[config.mk]
export PLATFORM = sky130hd
export DESIGN_NAME = rgs_prng_bank
export DESIGN_NICKNAME = d
export VERILOG_FILES = /design/src/rtl/rgs_prng_bank.sv
export SDC_FILE = /design/constraint.sdc
export NUM_CORES = 1
export LEC_CHECK = 0
export CAP_MARGIN = 40
export CORE_UTILIZATION = 45
export CTS_BUF_LIST = sky130_fd_sc_hd__clkbuf_8
export CTS_CLUSTER_SIZE = 20
export DETAILED_ROUTE_END_ITERATION = 8
export DONT_BUFFER_PORTS = 1
export PLACE_DENSITY = 0.61
export SLEW_MARGIN = 10
export SYNTH_ARGS = -nofsm -noshare
export SYNTH_HDL_FRONTEND = slang
export SYNTH_SLANG_ARGS = --single-unit
[constraint.sdc]
create_clock -name clk -period 2.3 [get_ports clk]
set_clock_uncertainty 0.2 [all_clocks]
set_input_delay 0.575 -clock clk [delete_from_list [all_inputs] [get_ports clk]]
set_output_delay 0.575 -clock clk [all_outputs]
set_load 0.1 [all_outputs]
[src/rtl/rgs_prng_bank.sv]
// Bank of independent Galois LFSR channels feeding one round-robin output register.
// Free-run steps every channel each cycle; on-demand steps only the channel just captured.
module rgs_prng_bank #(
    parameter int              WIDTH        = 16,
    parameter int              CHANNELS     = 2,
    parameter logic [WIDTH-1:0] POLY         = 16'hB400,
    parameter logic [WIDTH-1:0] DEFAULT_SEED = 16'hACE1,
    localparam int             CW           = (CHANNELS > 1) ? $clog2(CHANNELS) : 1
) (
    input  logic             clk,
    input  logic             rst_n,
    input  logic             en,
    input  logic [1:0]       mode,
    input  logic             seed_we,
    input  logic [CW-1:0]    seed_ch,
    input  logic [WIDTH-1:0] seed_data,
    input  logic             rnd_ready,
    output logic             rnd_valid,
    output logic [WIDTH-1:0] rnd_data,
    output logic [CW-1:0]    rnd_ch,
    output logic             zero_seed
);

    localparam logic [1:0] MODE_FREE   = 2'b01;
    localparam logic [1:0] MODE_DEMAND = 2'b10;

    logic                      free_run;
    logic                      on_demand;
    logic                      load;
    logic [CHANNELS*WIDTH-1:0] state_flat;
    logic [CHANNELS-1:0]       seed_hit_vec;
    logic [WIDTH-1:0]          sel_word;

    logic             rnd_valid_q, rnd_valid_d;
    logic [WIDTH-1:0] rnd_data_q, rnd_data_d;
    logic [CW-1:0]    rnd_ch_q, rnd_ch_d;
    logic [CW-1:0]    ptr_q, ptr_d;
    logic             zero_seed_q, zero_seed_d;

    assign free_run  = en & (mode == MODE_FREE);
    assign on_demand = (mode == MODE_DEMAND);
    assign load      = en & ((mode == MODE_FREE) | (mode == MODE_DEMAND))
                     & (~rnd_valid_q | rnd_ready);

    genvar gi;
    generate
        for (gi = 0; gi < CHANNELS; gi++) begin : g_chan
            logic [WIDTH-1:0] s_q, s_d;
            logic             seed_hit;
            logic             step;

            // An out-of-range seed_ch matches no channel, so such writes vanish here.
            assign seed_hit = seed_we & (seed_ch == CW'(gi));
            assign step     = free_run | (load & on_demand & (ptr_q == CW'(gi)));

            always_comb begin
                s_d = s_q;
                if (seed_hit) begin
                    s_d = (seed_data == '0) ? (DEFAULT_SEED + WIDTH'(gi)) : seed_data;
                end else if (step) begin
                    s_d = s_q[0] ? ((s_q >> 1) ^ POLY) : (s_q >> 1);
                end
            end

            always_ff @(posedge clk or negedge rst_n) begin
                if (!rst_n) begin
                    s_q <= DEFAULT_SEED + WIDTH'(gi);
                end else begin
                    s_q <= s_d;
                end
            end

            assign state_flat[gi*WIDTH +: WIDTH] = s_q;
            assign seed_hit_vec[gi]              = seed_hit;
        end
    endgenerate

    // Captured word is the pre-step, pre-seed value of the selected channel.
    always_comb begin
        sel_word = state_flat[WIDTH-1:0];
        for (int i = 0; i < CHANNELS; i++) begin
            if (ptr_q == CW'(i)) begin
                sel_word = state_flat[i*WIDTH +: WIDTH];
            end
        end
    end

    always_comb begin
        rnd_valid_d = rnd_valid_q;
        rnd_data_d  = rnd_data_q;
        rnd_ch_d    = rnd_ch_q;
        ptr_d       = ptr_q;
        zero_seed_d = (|seed_hit_vec) & (seed_data == '0);
        if (load) begin
            rnd_valid_d = 1'b1;
            rnd_data_d  = sel_word;
            rnd_ch_d    = ptr_q;
            ptr_d       = (ptr_q == CW'(CHANNELS - 1)) ? '0 : ptr_q + CW'(1);
        end else if (rnd_valid_q & rnd_ready) begin
            rnd_valid_d = 1'b0;
        end
    end

    always_ff @(posedge clk or negedge rst_n) begin
        if (!rst_n) begin
            rnd_valid_q <= 1'b0;
            rnd_data_q  <= '0;
            rnd_ch_q    <= '0;
            ptr_q       <= '0;
            zero_seed_q <= 1'b0;
        end else begin
            rnd_valid_q <= rnd_valid_d;
            rnd_data_q  <= rnd_data_d;
            rnd_ch_q    <= rnd_ch_d;
            ptr_q       <= ptr_d;
            zero_seed_q <= zero_seed_d;
        end
    end

    assign rnd_valid = rnd_valid_q;
    assign rnd_data  = rnd_data_q;
    assign rnd_ch    = rnd_ch_q;
    assign zero_seed = zero_seed_q;

endmodule

Word-level counts from Yosys, hierarchy flattened
Index checks and enable logic that the tools add are counted.

cells by class
  $add $sub $neg = 1
  multipliers = 0
  divide/modulo/power cells = 0
  magnitude comparators = 0
  equality and inequality tests = 2
  shift operators = 0
  muxes and demuxes = 12
  bitwise gates (word level) = 19
  reductions and logical operators = 5

operator list
  kind                                                             number
  16-bit 2-to-1 mux                                                9
  16-bit zero test                                                 1
  1-bit bitwise AND                                                10
  3-bit NOT with 4-bit output                                      2
  2-bit nonzero test                                               3
  1-bit OR                                                         4
  1-bit 2-to-1 mux                                                 3
  1-bit NOT                                                        3
  2-bit by 1-bit == test with 1-bit output, second input constant  1
  2-bit == test, second input constant                             1
  2-bit OR reduction                                               1
  1-bit adder, second input constant                               1

word-level totals
  bits in registers = 52
  latch bits = 0
  RAM bits = 0
  memory bits (read-only) = 0
  input bits = 24
  output and inout port bits = 19
  logic and storage cells = 46
  memories = 0

Longest topological paths before layout
  depth after elaboration = 9
  gate-level depth with buffers = 8
  depth with buffers taken out = 6

Least setup slack after synthesis
OpenSTA, ideal clock, no wires.

  path kind = register -> register
  from = reg rnd_valid_q, in the netlist rnd_valid
  to = reg g_chan[1].s_q[12]
  setup time = 128 ps
  data arrival time = 2339 ps
  required time = 1972 ps
  path slack = -366 ps
  stages on the path, launching flop included = 5
  buffers on the path = 1
  period minus slack after synthesis = 2666 ps
  cells stage by stage = dfrtp_1 a21oi_2 a31oi_1 buf_2 mux2_1

on the way
  word-level cells in the longest chain between the ends = 7

RTL lines
  item                                 line  source
  from (decl)                          34    logic rnd_valid_q, rnd_valid_d;
  from (signal assigned)               112   rnd_valid_q <= rnd_valid_d;
  1-bit NOT                            43    & (~rnd_valid_q | rnd_ready);
  1-bit OR                             43
  1-bit bitwise AND                    43
  1-bit bitwise AND (2 in a row)       54    assign step = free_run | (load & on_demand & (ptr_q == CW'(gi)));
  1-bit OR                             54
  2-bit nonzero test (no source line)  --
  to (signal assigned)                 67    s_q <= DEFAULT_SEED + WIDTH'(gi);
  to (decl)                            48    logic [WIDTH-1:0] s_q, s_d;

Every way passes these cells.
A chain may end at the register's enable or synchronous reset.

Final worst setup path
  from = reg rnd_ch_q, in the netlist rnd_ch
  to = out rnd_ch

RTL lines
  item                    line  source
  from (decl)             36    logic [CW-1:0] rnd_ch_q, rnd_ch_d;
  from (signal assigned)  114   rnd_ch_q <= rnd_ch_d;
  to (decl)               20    output logic [CW-1:0] rnd_ch,

No word-level cell between the ends.

==> reports/metrics.yaml <==
drt_pre_antenna_iters: 4
drive_gt1_share_pct: 26.95
ant_nets: 0
final_util_pct: 55.26
hold_viol: 0
leakage_nw: 1.462
fp.dieH_um: 78.54
place_ws_ns: 0.05016
place_congestion: 0.7821
wl_um: 5770
holdWs_ns: 0.1483
cts_tree: "built"
grt_max_degree: 53
core.rowCount: 27
multiInputGateArea_mm2: 0.001200
synth_warnings: 0
cp_max_fo: 2
crit_path_end_kind: "primary output"
clk_latency_ns: 0.30
initial_core_util_pct: 47.30
gr-total-overflow: 0
ys_types: 27
avgViaCountPerCell: 5.218
syn_inst: 254
cts.sinks: 52
cts_root_buffer: "clkbuf_8"
synth.avg_cell_area_um2: 10.38
path_class: "reg2out"
timing.final.ws_setup_ns: 0.2863
fillerInstances: 488
ios: 43
drc: 0
maxCapViolCount: 0
clockBufferDepth: 2
total_power_w: 0.004809
post-route-period-util_pct: 87.55
met1_usage_pct: 26.46
syn_nets: 280
drt_iter0_drc: 110
area_growth_pct: 16.85
outcome: "complete, no violations"
vias: 1847
die_x_um: 78.54
setup_viol: 0
tns_ns: 0
fmax_mhz: 496.6
hold_path.class: "in2reg"
clk_pin_slew_worst_paths_ns: 0.09
ys_seq_area_share_pct: 50.12
fin_nets: 307
drt-wirelength-per-cell_um: 16.30
post_cts_buffers: 0
grt.total_usage_pct: 20.95
grt_pass1_vias: 1996
grt_most_used_layer: "met2"
vdd_drop_max_v: 0.0007799
final.min_clock_period_ns: 2.014
grt_first_pass_wirelength_um: 9949
crit_arrival_ns: 1.24
grt_util_met2_pct: 34.96
register_area_mm2: 0.001323
antenna_found_initial: 0
syn_area_mm2: 0.002636
coreArea_mm2: 0.005574
dieArea_mm2: 0.006169
rsz0062_at_grt: "false"
antenna_cells: 0
critical_path_required_ns: 1.52
portBuffers: 0
dp_hpwl_um: 4163
htreeDepth: 2
gr-usage-met3_pct: 6.047
worstMarginPinSlew_ns: 0.8857
slew_viol_final: 0
power_density_mw_per_mm2: 1561
cp-start-kind: "flip-flop"
synth_seq_cells: 52
max-slew-margin-rel_pct: 40.95
cts_made_buffers: 5
==> report_power, final <==
group / internal (W) / total, W / switching, W
Combinational: 0.000787 / 0.00245 / 0.00166
Clock: 0.000237 / 0.000524 / 0.000286
Sequential: 0.00145 / 0.00184 / 0.000385
==> Yosys cell counts <==
master    count  area [um^2]
a21oi_1      16        80.08
a21oi_2       1        8.760
a31o_1        1        8.760
a31oi_1       1        6.260
and2_1        2        12.51
buf_1         3        11.26
buf_2         4        20.02
clkbuf_1      7        26.28
dfrtp_1      36        900.9
dfstp_2      16        420.4
ha_1          2        25.02
inv_1        21        78.83
mux2_1        4        45.04
mux2_2       13        146.4
mux2i_1      32        320.3
nand2_1      38        142.6
nand2b_1      2        12.51
nor2_1       16        60.06
nor2b_1       1        6.260
nor4_1        1        6.260
o21ai_0       8        40.04
o22ai_1      16        100.1
o41ai_4       2        55.05
or4_1         1        7.510
or4_4         3        33.78
xnor2_1       3        26.28
xor2_1        4        35.03
==> metrics by stage <==
stage                     instances  instance area, um^2
final                           354                 3080
after floorplan                 254                 2674
after detailed placement        343                 2949
after global routing            354                 3080
after CTS                       353                 3077
after global placement          343                 2949
==> state kept, by name, summed over array words and instances (netlist names) <==
name / count
rnd_data: 16
ptr_q: 1
rnd_valid: 1
zero_seed: 1
g_chan.s_q: 32
rnd_ch: 1
==> final cells by class <==
type | count | share of cell area, %
Multi-Input combinational cell | 167 | 38.95
Clock buffer | 6 | 2.681
Timing Repair Buffer | 34 | 9.708
Tap cell | 72 | 2.924
Clock inverter | 2 | 0.2437
Sequential cell | 52 | 42.93
Inverter | 21 | 2.559
==> path summary, 6_finish.rpt <==
check / startpoint / end / slack, ns / cells after the start
max: rnd_ch / rnd_ch / 0.29 / 0
min: rnd_ready / rnd_valid / 0.15 / 1
max reg2reg: ptr_q / g_chan[1].s_q[0] / 0.63 / 4
min reg2reg: g_chan[1].s_q[7] / g_chan[1].s_q[7] / 0.28 / 2
max in group asynchronous: rst_n / g_chan[0].s_q[0] / 1.02 / 2
min in group asynchronous: rst_n / ptr_q / 0.57 / 2
==> layout by cell type, fill, tap and decap left out, drive strengths merged, types with 3 or more instances in the layout <==
cell    instances
a21oi          17
o22ai          16
inv            23
mux2           17
clkbuf          7
xor2            4
nand2          38
xnor2           3
o21ai           8
mux2i          32
dfrtp          36
dfstp          16
nor2           16
buf            32
or4             4
==> cell families (layout without fill, tap and decap cells) <==
group                    after synthesis  after routing  share of synthesized area [%]
adder cells (fa/ha/maj)                2              2                         0.9491
AO/OA/AOI/OAI                         45             45                          11.34
flip-flops                            52             52                          50.12
AND/OR/NAND/NOR                       64             64                          10.68
multiplexers                          49             49                          19.41
XOR/XNOR                               7              7                          2.326
buffers and inverters                 35             63                          5.174
==> metal layers <==
metal,vias up,wire length [um]
met1,871,2626
met3,4,394
met4,0,39
li1,919,-
met2,53,2710
met5,-,0
==> repair_timing <==
action / CTS / global route
gates resized for setup: 0 / 0
hold buffers: 2 / 0
endpoints found under the hold margin: 52 / 0
Note: power is estimated with default switching activity, not from simulation.
